File: src/rtl/fifo_rr_wr_arbiter.sv
// ---------------------------------------------------------------------------
// fifo_rr_wr_arbiter
//
// Round-robin write arbiter sharing one FIFO write port (write/full/datain)
// between NREQ producers. Each cycle in which the output register can be
// reloaded, one requesting producer is selected, acknowledged, and its word
// is captured into a one-entry output register. That register drives the
// FIFO write strobe and data.
//
// Optional feature: define FIFO_ARB_LOCK_EN to add the `lock` input. A
// producer that holds lock while it owns the grant keeps winning, so its
// multi-word packet lands contiguously in the FIFO.
//
// Ports:
//   ck          in   clock, rising edge
//   reset       in   synchronous active-high reset
//   req         in   [NREQ]        per-producer request (level, held to ack)
//   datain      in   [NREQ*WIDTH]  producer words, slice i = [i*WIDTH +: WIDTH]
//   lock        in   [NREQ]        (FIFO_ARB_LOCK_EN only) grant lock
//   ack         out  [NREQ]        one-hot, high in the cycle a slice is captured
//   fifo_full   in   FIFO full flag
//   fifo_write  out  FIFO write strobe
//   fifo_datain out  [WIDTH]       word to the FIFO
//   grant_id    out  [IDW]         producer whose word is in the output register
// ---------------------------------------------------------------------------
module fifo_rr_wr_arbiter #(
  parameter int WIDTH = 32,
  parameter int NREQ  = 4,
  localparam int IDW  = $clog2(NREQ)
) (
  input  logic                  ck,
  input  logic                  reset,
  input  logic [NREQ-1:0]       req,
  input  logic [NREQ*WIDTH-1:0] datain,
`ifdef FIFO_ARB_LOCK_EN
  input  logic [NREQ-1:0]       lock,
`endif
  output logic [NREQ-1:0]       ack,
  input  logic                  fifo_full,
  output logic                  fifo_write,
  output logic [WIDTH-1:0]      fifo_datain,
  output logic [IDW-1:0]        grant_id
);

  typedef enum logic [1:0] {
    EMPTY = 2'd0,
    VALID = 2'd1,
    STALL = 2'd2
  } state_t;

  state_t             state_reg;
  logic               write_reg;
  logic [WIDTH-1:0]   data_reg;
  logic [IDW-1:0]     id_reg;
  logic [IDW-1:0]     last_reg;

  logic [WIDTH-1:0]   slice [NREQ];
  logic               taken;
  logic               load;
  logic               any_req;
  logic [IDW-1:0]     win_next;
  logic [NREQ-1:0]    ack_next;

  genvar gi;
  generate
    for (gi = 0; gi < NREQ; gi++) begin : g_slice
      assign slice[gi] = datain[gi*WIDTH +: WIDTH];
    end
  endgenerate

  // A write completes on any edge where the strobe is up and the FIFO has room.
  assign taken   = write_reg && !fifo_full;
  // The register may be refilled when it is empty or is being drained now.
  assign load    = (state_reg == EMPTY) || taken;
  assign any_req = |req;

  // Rotating priority: scan last+1, last+2, ... modulo NREQ. Walking the
  // offsets from farthest to nearest lets the nearest requester overwrite.
  always_comb begin
    win_next = '0;
    for (int off = NREQ; off >= 1; off--) begin
      if (req[IDW'((int'(last_reg) + off) % NREQ)]) begin
        win_next = IDW'((int'(last_reg) + off) % NREQ);
      end
    end
`ifdef FIFO_ARB_LOCK_EN
    // The current owner keeps the grant while it holds both lock and req.
    if (lock[id_reg] && req[id_reg]) begin
      win_next = id_reg;
    end
`endif
  end

  always_comb begin
    ack_next = '0;
    if (!reset && load && any_req) begin
      ack_next[win_next] = 1'b1;
    end
  end

  assign ack         = ack_next;
  assign fifo_write  = write_reg;
  assign fifo_datain = data_reg;
  assign grant_id    = id_reg;

  always_ff @(posedge ck) begin
    if (reset) begin
      state_reg <= EMPTY;
      write_reg <= 1'b0;
      data_reg  <= '0;
      id_reg    <= '0;
      last_reg  <= IDW'(NREQ - 1);
    end else if (load) begin
      if (any_req) begin
        state_reg <= VALID;
        write_reg <= 1'b1;
        data_reg  <= slice[win_next];
        id_reg    <= win_next;
        last_reg  <= win_next;
      end else begin
        state_reg <= EMPTY;
        write_reg <= 1'b0;
      end
    end else if (state_reg == VALID) begin
      // Not loading while VALID means the FIFO is full: hold the word.
      state_reg <= STALL;
    end
  end

endmodule
File: config.mk
export PLATFORM = sky130hd
export DESIGN_NAME = fifo_rr_wr_arbiter
export DESIGN_NICKNAME = d
export VERILOG_FILES = /design/src/rtl/fifo_rr_wr_arbiter.sv
export SDC_FILE = /design/constraint.sdc
export NUM_CORES = 1
export LEC_CHECK = 0
export ABC_AREA = 0
export CAP_MARGIN = 20
export CORE_MARGIN = 2
export CORE_UTILIZATION = 36
export CTS_CLUSTER_SIZE = 16
export DETAILED_ROUTE_END_ITERATION = 10
export GPL_TIMING_DRIVEN = 0
export PLACE_DENSITY = 0.91
export SKIP_CTS_REPAIR_TIMING = 1
export SLEW_MARGIN = 40
export SYNTH_ARGS = -nofsm -noshare
export SYNTH_HDL_FRONTEND = slang
export SYNTH_SLANG_ARGS = --single-unit
export TNS_END_PERCENT = 20
File: constraint.sdc
create_clock -name ck -period 1.85 [get_ports ck]
set_input_delay 0.185 -clock ck [delete_from_list [all_inputs] [get_ports ck]]
set_output_delay 0.185 -clock ck [all_outputs]
set_load 0.02 [all_outputs]
==> results.sh, run 1 <==
export IMPL_grt_ovfl_total=0
export IMPL_post_place_cells=559
export IMPL_synth_area_top_cells="sky130_fd_sc_hd__dfxtp_1 (31%), sky130_fd_sc_hd__mux2i_1 (12%), sky130_fd_sc_hd__a41o_1 (6.7%), sky130_fd_sc_hd__nand2_1 (5.3%), sky130_fd_sc_hd__o221ai_1 (5.2%)"
export IMPL_drive_above_1_share_pct=17.4
export IMPL_number_of_nets_in_the_layout=627
export IMPL_maxCapViolCount=0
export IMPL_grt_antenna_before_repair=0
export IMPL_required_ns=1.66
export IMPL_route_final_wire_length_um=10500
export IMPL_pwr_density_cell_nw_per_um2=823
export IMPL_io_pin_count=174
export IMPL_remaining_drc_errors=0
export IMPL_worst_setup_hold_path_clk_slew_ns=0.08
export IMPL_ys_flop_type="sky130_fd_sc_hd__dfxtp_1"
export IMPL_syn_to_final_growth_pct=90.7
export IMPL_power_uw=3980
export IMPL_synthesis_yosys_warnings=0
export IMPL_async_reset_ff_share_pct=0
export IMPL_cts_root_buffer_cell="sky130_fd_sc_hd__clkbuf_8"
export IMPL_unique_masters_post_synth=37
export IMPL_largest_net_degree_at_the_start_of_global_routing=13
export IMPL_clock_sink_count=39
export IMPL_netSwitchingPower_uw=1420
export IMPL_finish_instance_area_um2=4830
export IMPL_fin_skew_ns=0.0119
export IMPL_n_fill_cell=507
export IMPL_syn_cell_area_um2=2530
export IMPL_synth_cells=291
export IMPL_cp_arrival_ns=1.78
export IMPL_routedWlPerCell_um=17.8
export IMPL_postSynthAreaPerCell_um2=8.71
export IMPL_ant_nets=0
export IMPL_place_gp_congestion=0.858
export IMPL_dieArea_um2=7730
export IMPL_peak_supply_drop_v=0.000443
export IMPL_timing_max_slew_rel_slack_pct=67.1
export IMPL_type_of_element_launching_the_critical_path="flip-flop"
export IMPL_clkPwrFrac_pct=19.0
export IMPL_dpl_cell_area_um2=4380
export IMPL_drt_iter0_drc=173
export IMPL_std_cell_rows=30
export IMPL_status="complete, but fails checks"
export IMPL_tightestPinTransition_ns=0.494
export IMPL_placement_io_buffers=172
export IMPL_cts_max_level=2
export IMPL_end_kind="output pin"
export IMPL_final_min_clock_period_ns=1.96
export IMPL_cts_root_to_sink_buffers=2
export IMPL_via_count_of_the_first_global_routing_pass=3006
export IMPL_post_drt_via_cell_ratio=5.53
export IMPL_cts_buffers_inserted=5
export IMPL_highest_clock_rate_ghz=0.510
export IMPL_post_synth_top_area_fraction_pct=30.8
export IMPL_final_count_of_pins_violating_max_slew=0
export IMPL_setup_violations_final=6
export IMPL_clock_tree_from_tritoncts="yes"
export IMPL_rsz0062_at_grt="yes"
export IMPL_cell_type_with_the_highest_aggregate_area_in_the_netlist="sky130_fd_sc_hd__dfxtp_1"
export IMPL_power_switching_fraction_pct=35.6
export IMPL_synth_fp_nets=426
export IMPL_setup_total_negative_slack_ns=-0.360
export IMPL_finish_utilization_pct=71.1
export IMPL_combPwrFrac_pct=52.9
export IMPL_setup_worst_path_class="flip-flop to output pin"
export IMPL_cellLeakagePower_uw=0.00195
export IMPL_chipHeight_um=87.9
export IMPL_fin_crit_share_pct=106
export IMPL_synth_edff_count=0
export IMPL_seq_power_share_pct=28.1
export IMPL_drt_pre_antenna_iters=4
export IMPL_floorplan_initialDensity_pct=37.3
export IMPL_coreArea_um2=6790
export IMPL_critical_path_peak_fanout=6
export IMPL_setup_slack_ns=-0.112
export IMPL_horizontal_die_dimension_um=87.9
export IMPL_intPower_uw=2560
export IMPL_global_route_usage_total_pct=24.1
export IMPL_synth_seq_cells=39
export IMPL_post_dp_hpwl_um=7650
export IMPL_worstHoldPathType="input pin to flip-flop"
export IMPL_num_vias=3259
export IMPL_finalHoldViolCount=0
export IMPL_clock_insertion_delay_worst_skew_ns=0.29
export IMPL_synth_seq_area_share_pct=30.8
export IMPL_antenna_diode_count=0
export IMPL_largest_register_ff_count=32
export IMPL_violated_checks="negative setup slack"
export IMPL_global_route_wire_length_before_repair_um=14500
export IMPL_final_cells=589
-- cells in the final DEF (no fill, tap or decap), drive strengths merged --
cell and instances:
clkdlybuf4s50 164, buf 45, dfxtp 39, nand2 37, mux2i 30, a21oi 21
inv 17, a31oi 17, a211oi 17, a41o 17, o31ai 17, clkbuf 17
o221ai 15, nor2 8, nor3 6, dlymetal6s2s 4, nand2b 4, or2b 1
a21bo 1, a21o 1, o21ai 1, nand3 1, or2 1, nor3b 1
a311o 1, nor2b 1, o32a 1, and3 1, a311oi 1, o32ai 1
o21bai 1, nand3b 1, o211ai 1, clkinv 1, bufinv 1
-- metrics by stage --
stage | hold WS [ns] | setup WS, ns
2_1_floorplan | 0.370 | -0.146
3_3_place_gp | 0.434 | -0.854
3_5_place_dp | 0.439 | -0.893
4_1_cts | 0.279 | -0.910
5_1_grt | 0.307 | -0.169
6_report | 0.303 | -0.112
-- worst paths after layout --
path | start | slack (ns) | cells after the start | endpoint
setup / recovery | last_reg[0] | -0.11 | 6 | ack[3]
hold / removal | reset | 0.30 | 2 | grant_id[1]
setup reg to reg | last_reg[0] | -0.06 | 9 | fifo_datain[1]
hold reg to reg | fifo_datain[20] | 0.45 | 2 | fifo_datain[20]
-- synthesized netlist by cell type, drive strengths merged (4+ instances only) --
library cell	n
a211oi	17
a21oi	21
a31oi	17
a41o	17
buf	19
clkbuf	11
dfxtp	39
inv	17
mux2i	30
nand2	37
nand2b	4
nor2	8
nor3	6
o221ai	15
o31ai	17
-- kinds of logic (layout without fill, tap and decap cells) --
| logic type | count (synthesis) | in the layout | synth area share (%) |
|---|---|---|---|
| compound gates | 113 | 113 | 36.0 |
| buf+inv | 47 | 249 | 9.87 |
| flops | 39 | 39 | 30.8 |
| mux | 30 | 30 | 11.8 |
| simple gates | 62 | 62 | 11.5 |
-- power by group through the flow --
| stage | Combinational, uW | Sequential [uW] | Clock (uW) |
|---|---|---|---|
| 2_1_floorplan | 822 | 1310 | 0 |
| 3_3_place_gp | 1800 | 1120 | 0 |
| 3_5_place_dp | 1840 | 1130 | 0 |
| 4_1_cts | 1850 | 1110 | 763 |
| 5_1_grt | 2220 | 1140 | 796 |
| 6_report | 2100 | 1120 | 756 |
-- routing by layer --
| metal | routed length (um) | GRT usage, % | up-vias |
|---|---|---|---|
| li1 | - | - | 1523 |
| met1 | 4120 | 28.9 | 1558 |
| met2 | 5310 | 43.0 | 152 |
| met3 | 723 | 4.05 | 26 |
| met4 | 314 | 8.81 | 0 |
| met5 | 0 | 0 | - |
-- layout make-up --
type / instances / area [um^2] / area share, %
Clock inverter: 2 / 35.0 / 0.725
Clock buffer: 6 / 82.6 / 1.71
Timing Repair Buffer: 194 / 1920 / 39.7
Inverter: 17 / 63.8 / 1.32
Tap cell: 96 / 120 / 2.49
Buffer: 30 / 231 / 4.79
Sequential cell: 39 / 785 / 16.2
Multi-Input combinational cell: 205 / 1600 / 33.1
-- worst max-delay path, cell delays in order, from the launching register on --
cell	delay, ns
sky130_fd_sc_hd__dfxtp_2	0.35
sky130_fd_sc_hd__nand2b_4	0.16
sky130_fd_sc_hd__a311o_1	0.38
sky130_fd_sc_hd__buf_6	0.13
sky130_fd_sc_hd__buf_12	0.13
sky130_fd_sc_hd__nor3_4	0.19
sky130_fd_sc_hd__buf_6	0.15
Note: power is estimated with default switching activity, not from simulation.
==> inputs of run 2 (changes only) <==
--- a/config.mk
+++ b/config.mk
@@ -7,12 +7,14 @@
 export LEC_CHECK = 0
 export ABC_AREA = 0
 export CAP_MARGIN = 20
+export CELL_PAD_IN_SITES_DETAIL_PLACEMENT = 1
+export CELL_PAD_IN_SITES_GLOBAL_PLACEMENT = 2
 export CORE_MARGIN = 2
-export CORE_UTILIZATION = 36
+export CORE_UTILIZATION = 18
 export CTS_CLUSTER_SIZE = 16
 export DETAILED_ROUTE_END_ITERATION = 10
 export GPL_TIMING_DRIVEN = 0
-export PLACE_DENSITY = 0.91
+export PLACE_DENSITY = 0.88
 export SKIP_CTS_REPAIR_TIMING = 1
 export SLEW_MARGIN = 40
 export SYNTH_ARGS = -nofsm -noshare
==> run 2 against run 1 <==
Effect of this change:
- the run still ends with negative setup slack left
- maximum frequency increased by 0.45%
- core utilization decreased by 34 points
- sequential cell count unchanged
- worst setup slack improved by 0.0088 ns
- sequential share of layout area decreased by 0.79 points
- non-clock buffer count increased by 1
- sequential power about the same
- power increased by 6.1%
- clock power increased by 15%
- first-iteration DRC count decreased by 53%
- combinational power increased by 6%
- critical path depth increased by 1
- largest cell class unchanged
- largest power group unchanged
- highest routed layer unchanged
==> results.sh, run 2 (synthesis gave the netlist of run 1 again) <==
export IMPL_status="complete, but fails checks"
export IMPL_violated_checks="negative setup slack"
export IMPL_setup_violations_final=3
export IMPL_cts_buffers_inserted=5
export IMPL_required_ns=1.66
export IMPL_grt_ovfl_total=0
export IMPL_ant_nets=0
export IMPL_critical_path_peak_fanout=6
export IMPL_cts_root_buffer_cell="sky130_fd_sc_hd__clkbuf_16"
export IMPL_routedWlPerCell_um=18.4
export IMPL_worstHoldPathType="input pin to flip-flop"
export IMPL_number_of_nets_in_the_layout=628
export IMPL_pre_cts_ws_ns=-1.04
export IMPL_num_vias=3169
export IMPL_layout_common_cells="sky130_fd_sc_hd__clkdlybuf4s50_1 (163), sky130_fd_sc_hd__nand2_1 (36), sky130_fd_sc_hd__dfxtp_1 (35), sky130_fd_sc_hd__mux2i_1 (30), sky130_fd_sc_hd__buf_4 (25)"
export IMPL_post_dp_hpwl_um=9370
export IMPL_worstReg2RegStart="last_reg[0]"
export IMPL_coreArea_um2=13800
export IMPL_tightestPinTransition_ns=0.519
export IMPL_post_place_cells=643
export IMPL_clock_sink_count=39
export IMPL_finalHoldViolCount=0
export IMPL_horizontal_die_dimension_um=123
export IMPL_cts_root_to_sink_buffers=2
export IMPL_fin_crit_share_pct=106
export IMPL_drive_above_1_share_pct=19.2
export IMPL_hold_path_startpoint="fifo_full"
export IMPL_io_pin_count=174
export IMPL_chipHeight_um=123
export IMPL_post_drt_via_cell_ratio=4.70
export IMPL_type_of_element_launching_the_critical_path="flip-flop"
export IMPL_cellLeakagePower_uw=0.00200
export IMPL_maxCapViolCount=0
export IMPL_worst_setup_hold_path_clk_slew_ns=0.06
export IMPL_peak_supply_drop_v=0.000312
export IMPL_route_final_wire_length_um=12400
export IMPL_global_route_usage_total_pct=15.2
export IMPL_setup_slack_ns=-0.103
export IMPL_power_uw=4220
export IMPL_syn_to_final_growth_pct=101
export IMPL_setup_worst_path_class="flip-flop to output pin"
export IMPL_clock_insertion_delay_worst_skew_ns=0.28
export IMPL_via_count_of_the_first_global_routing_pass=3287
export IMPL_place_gp_congestion=0.754
export IMPL_final_min_clock_period_ns=1.95
export IMPL_highest_clock_rate_ghz=0.512
export IMPL_placement_io_buffers=172
export IMPL_largest_net_degree_at_the_start_of_global_routing=14
export IMPL_drt_iter0_drc=82
export IMPL_cts_max_level=2
export IMPL_largest_register_ff_count=32
export IMPL_rsz0062_at_grt="yes"
export IMPL_global_route_wire_length_before_repair_um=17600
export IMPL_cp_startpoint="last_reg[0]"
export IMPL_std_cell_rows=43
export IMPL_fin_skew_ns=0.00487
export IMPL_antenna_diode_count=0
export IMPL_floorplan_initialDensity_pct=18.3
export IMPL_cp_arrival_ns=1.77
export IMPL_drt_pre_antenna_iters=4
export IMPL_final_count_of_pins_violating_max_slew=0
export IMPL_dieArea_um2=15000
export IMPL_remaining_drc_errors=0
export IMPL_grt_antenna_before_repair=0
export IMPL_timing_max_slew_rel_slack_pct=65.4
export IMPL_layout_commonest_cell="sky130_fd_sc_hd__clkdlybuf4s50_1"
export IMPL_end_kind="output pin"
export IMPL_final_cells=674
export IMPL_pwr_density_cell_nw_per_um2=829
export IMPL_clock_tree_from_tritoncts="yes"
==> run 2: cell types whose count changed in the layout (fill, tap and decap cells not counted), sizes merged <==
| cell | delta |
|---|---|
| buf | +2 |
| bufinv | -1 |
| clkbuf | -2 |
| clkdlybuf4s50 | -1 |
| clkinvlp | +2 |
| dlymetal6s2s | +1 |
==> run 2: area by class of cell <==
type / count / area [um^2]
inverters: 17 / 63.8
well taps: 180 / 225
clock buffers: 5 / 125
fillers: 1566 / 8740
multi-input cells: 205 / 1650
clock inverters: 3 / 20.0
flip-flops and latches: 39 / 786
plain buffers: 30 / 258
repair buffers: 195 / 1960
==> run 2: report_power, final <==
part,switching (uW),internal (uW)
Clock,371,497
Sequential,107,1020
Combinational,1060,1170
==> run 2: layer usage <==
layer	wire length, um	share of wire, %	global-route usage (%)	up-vias
li1	-	-	-	1516
met1	5280	43	19.1	1547
met2	6340	51	26.9	89
met3	529	4.3	2.09	17
met4	256	2.1	4.60	0
met5	0	0	0	-
==> run 2: final timing paths <==
kind                     endpoint  slack (ns)  depth (start not counted)
setup / recovery           ack[3]       -0.10                          7
hold / removal         fifo_write        0.28                          3
setup reg to reg  fifo_datain[29]        0.01                          8
hold reg to reg    fifo_datain[4]        0.45                          2
==> run 2: per-stage QoR <==
step	utilization, %	cell area [um^2]	hold WS [ns]	setup TNS (ns)
detailed placement	32.4	4480	0.439	-22.65
finish	36.8	5090	0.276	-0.136
global route	36.8	5090	0.300	-0.948
CTS	33.5	4630	0.296	-12.34
floorplan	-	2530	0.370	-0.584
global placement	32.4	4480	0.437	-20.41
==> run 2: worst max-delay path, cell delays in order, from the launching register on <==
cell and delay, ns:
sky130_fd_sc_hd__dfxtp_2 0.34, sky130_fd_sc_hd__nand2b_4 0.16, sky130_fd_sc_hd__a21bo_1 0.22, sky130_fd_sc_hd__buf_6 0.13, sky130_fd_sc_hd__and3_4 0.16, sky130_fd_sc_hd__buf_12 0.13
sky130_fd_sc_hd__nor3_4 0.20, sky130_fd_sc_hd__buf_6 0.14
==> inputs of run 3 (changes only) <==
--- a/config.mk
+++ b/config.mk
@@ -6,7 +6,7 @@
 export NUM_CORES = 1
 export LEC_CHECK = 0
 export ABC_AREA = 0
-export CAP_MARGIN = 20
+export CAP_MARGIN = 10
 export CELL_PAD_IN_SITES_DETAIL_PLACEMENT = 1
 export CELL_PAD_IN_SITES_GLOBAL_PLACEMENT = 2
 export CORE_MARGIN = 2
==> constraint.sdc (replaced) <==
create_clock -name ck -period 1.9 [get_ports ck]
set_input_delay 0.19 -clock ck [delete_from_list [all_inputs] [get_ports ck]]
set_output_delay 0.19 -clock ck [all_outputs]
set_load 0.02 [all_outputs]
==> run 3 against run 2 <==
Effect of this change:
- critical endpoint unchanged
- register-to-register slack improved by 0.05 ns
- combinational power shrank 8%
- worst hold slack improved by 0.0068 ns
- routed wire length fell by 2.0%
- the run now ends clean
- sequential cell count is the same
- worst setup slack better by 0.11 ns
==> results.sh, run 3 (synthesis gave the netlist of run 1 again) <==
export IMPL_power_uw=3990
export IMPL_dieArea_um2=15000
export IMPL_global_route_usage_total_pct=15.2
export IMPL_ant_nets=0
export IMPL_cts_buffers_inserted=5
export IMPL_highest_clock_rate_ghz=0.528
export IMPL_grt_antenna_before_repair=0
export IMPL_cts_max_level=2
export IMPL_chipHeight_um=123
export IMPL_cts_root_buffer_cell="sky130_fd_sc_hd__clkbuf_16"
export IMPL_grt_ovfl_total=0
export IMPL_drt_pre_antenna_iters=4
export IMPL_placement_io_buffers=172
export IMPL_post_drt_via_cell_ratio=4.72
export IMPL_required_ns=1.71
export IMPL_met1Wirelength_um=5170
export IMPL_syn_to_final_growth_pct=95.2
export IMPL_std_cell_rows=43
export IMPL_floorplan_initialDensity_pct=18.3
export IMPL_pwr_density_cell_nw_per_um2=807
export IMPL_end_kind="output pin"
export IMPL_layout_commonest_cell="sky130_fd_sc_hd__clkdlybuf4s50_1"
export IMPL_finalHoldViolCount=0
export IMPL_num_vias=3150
export IMPL_largest_register_ff_count=32
export IMPL_top_layer="met4"
export IMPL_number_of_nets_in_the_layout=621
export IMPL_worstHoldPathType="input pin to flip-flop"
export IMPL_horizontal_die_dimension_um=123
export IMPL_critical_path_peak_fanout=6
export IMPL_layout_common_cells="sky130_fd_sc_hd__clkdlybuf4s50_1 (163), sky130_fd_sc_hd__nand2_1 (36), sky130_fd_sc_hd__dfxtp_1 (35), sky130_fd_sc_hd__mux2i_1 (30), sky130_fd_sc_hd__buf_4 (20)"
export IMPL_final_min_clock_period_ns=1.89
export IMPL_global_route_wire_length_before_repair_um=17600
export IMPL_route_final_wire_length_um=12200
export IMPL_cp_arrival_ns=1.70
export IMPL_cts_root_to_sink_buffers=2
export IMPL_setup_violations_final=0
export IMPL_clock_insertion_delay_worst_skew_ns=0.28
export IMPL_detailroute_wirelength_met2_um=6230
export IMPL_via_count_of_the_first_global_routing_pass=3287
export IMPL_reg2reg_slack_ns=0.06
export IMPL_io_pin_count=174
export IMPL_finish_utilization_pct=35.8
export IMPL_peak_supply_drop_v=0.000304
export IMPL_setup_worst_path_class="flip-flop to output pin"
export IMPL_timing_max_slew_rel_slack_pct=63.6
export IMPL_fin_skew_ns=0.00408
export IMPL_final_count_of_pins_violating_max_slew=0
export IMPL_remaining_drc_errors=0
export IMPL_type_of_element_launching_the_critical_path="flip-flop"
export IMPL_drt_iter0_drc=81
export IMPL_drive_above_1_share_pct=17.5
export IMPL_largest_net_degree_at_the_start_of_global_routing=14
export IMPL_fin_crit_share_pct=99.7
export IMPL_clock_tree_from_tritoncts="yes"
export IMPL_cellLeakagePower_uw=0.00194
export IMPL_antenna_diode_count=0
export IMPL_post_dp_hpwl_um=9370
export IMPL_clock_sink_count=39
export IMPL_worst_setup_hold_path_clk_slew_ns=0.06
export IMPL_routed_wl_met3_um=535
export IMPL_routedWlPerCell_um=18.2
export IMPL_rsz0062_at_grt="yes"
export IMPL_tightestPinTransition_ns=0.546
export IMPL_maxCapViolCount=0
export IMPL_status="complete, no violations"
export IMPL_n_fill_cell=1576
export IMPL_place_gp_congestion=0.754
export IMPL_coreArea_um2=13800
-- run 3: cell type report --
class	count	area, um^2	area share [%]
Clock buffer	5	125	2.53
Tap cell	180	225	4.55
Clock inverter	3	20.0	0.405
Buffer	29	230	4.65
Multi-Input combinational cell	205	1620	32.7
Timing Repair Buffer	189	1880	38.0
Inverter	17	63.8	1.29
Sequential cell	39	786	15.9
-- run 3: stage by stage --
step           setup slack (ns)  std cells  TNS, ns  cell area, um^2  hold slack (ns)
2_1_floorplan            -0.101        291   -0.404             2530            0.375
3_3_place_gp             -0.945        643   -18.63             4480            0.437
3_5_place_dp             -0.999        643   -20.87             4480            0.439
4_1_cts                   -1.00        651   -10.71             4630            0.301
5_1_grt                 -0.0521        667   -0.152             4950            0.305
6_report                0.00515        667        0             4950            0.283
-- run 3: worst paths after layout --
check / depth (start not counted) / startpoint / to
max: 7 / last_reg[0] / ack[3]
min reg2reg: 2 / fifo_datain[4] / fifo_datain[4]
min: 3 / fifo_full / fifo_write
max reg2reg: 9 / last_reg[0] / fifo_datain[3]
-- run 3: layer usage --
layer	vias to the layer above	global-route usage (%)
met4	0	4.60
met5	-	0
li1	1501	-
met3	14	2.09
met1	1544	19.1
met2	91	26.9
-- run 3: power breakdown --
part           switching (uW)  internal (uW)  leakage [uW]
logic                     993           1060       0.00155
clock network             362            484     0.0000658
registers                 105            991      0.000323
total                    1460           2530       0.00194
-- run 3: worst max-delay path, cell delays in order, from the launching register on --
cell and delay (ns):
sky130_fd_sc_hd__dfxtp_2 0.34, sky130_fd_sc_hd__nand2b_4 0.16, sky130_fd_sc_hd__a21bo_1 0.22, sky130_fd_sc_hd__buf_6 0.13, sky130_fd_sc_hd__and3_4 0.16, sky130_fd_sc_hd__buf_12 0.13
sky130_fd_sc_hd__nor3_4 0.14, sky130_fd_sc_hd__buf_6 0.14
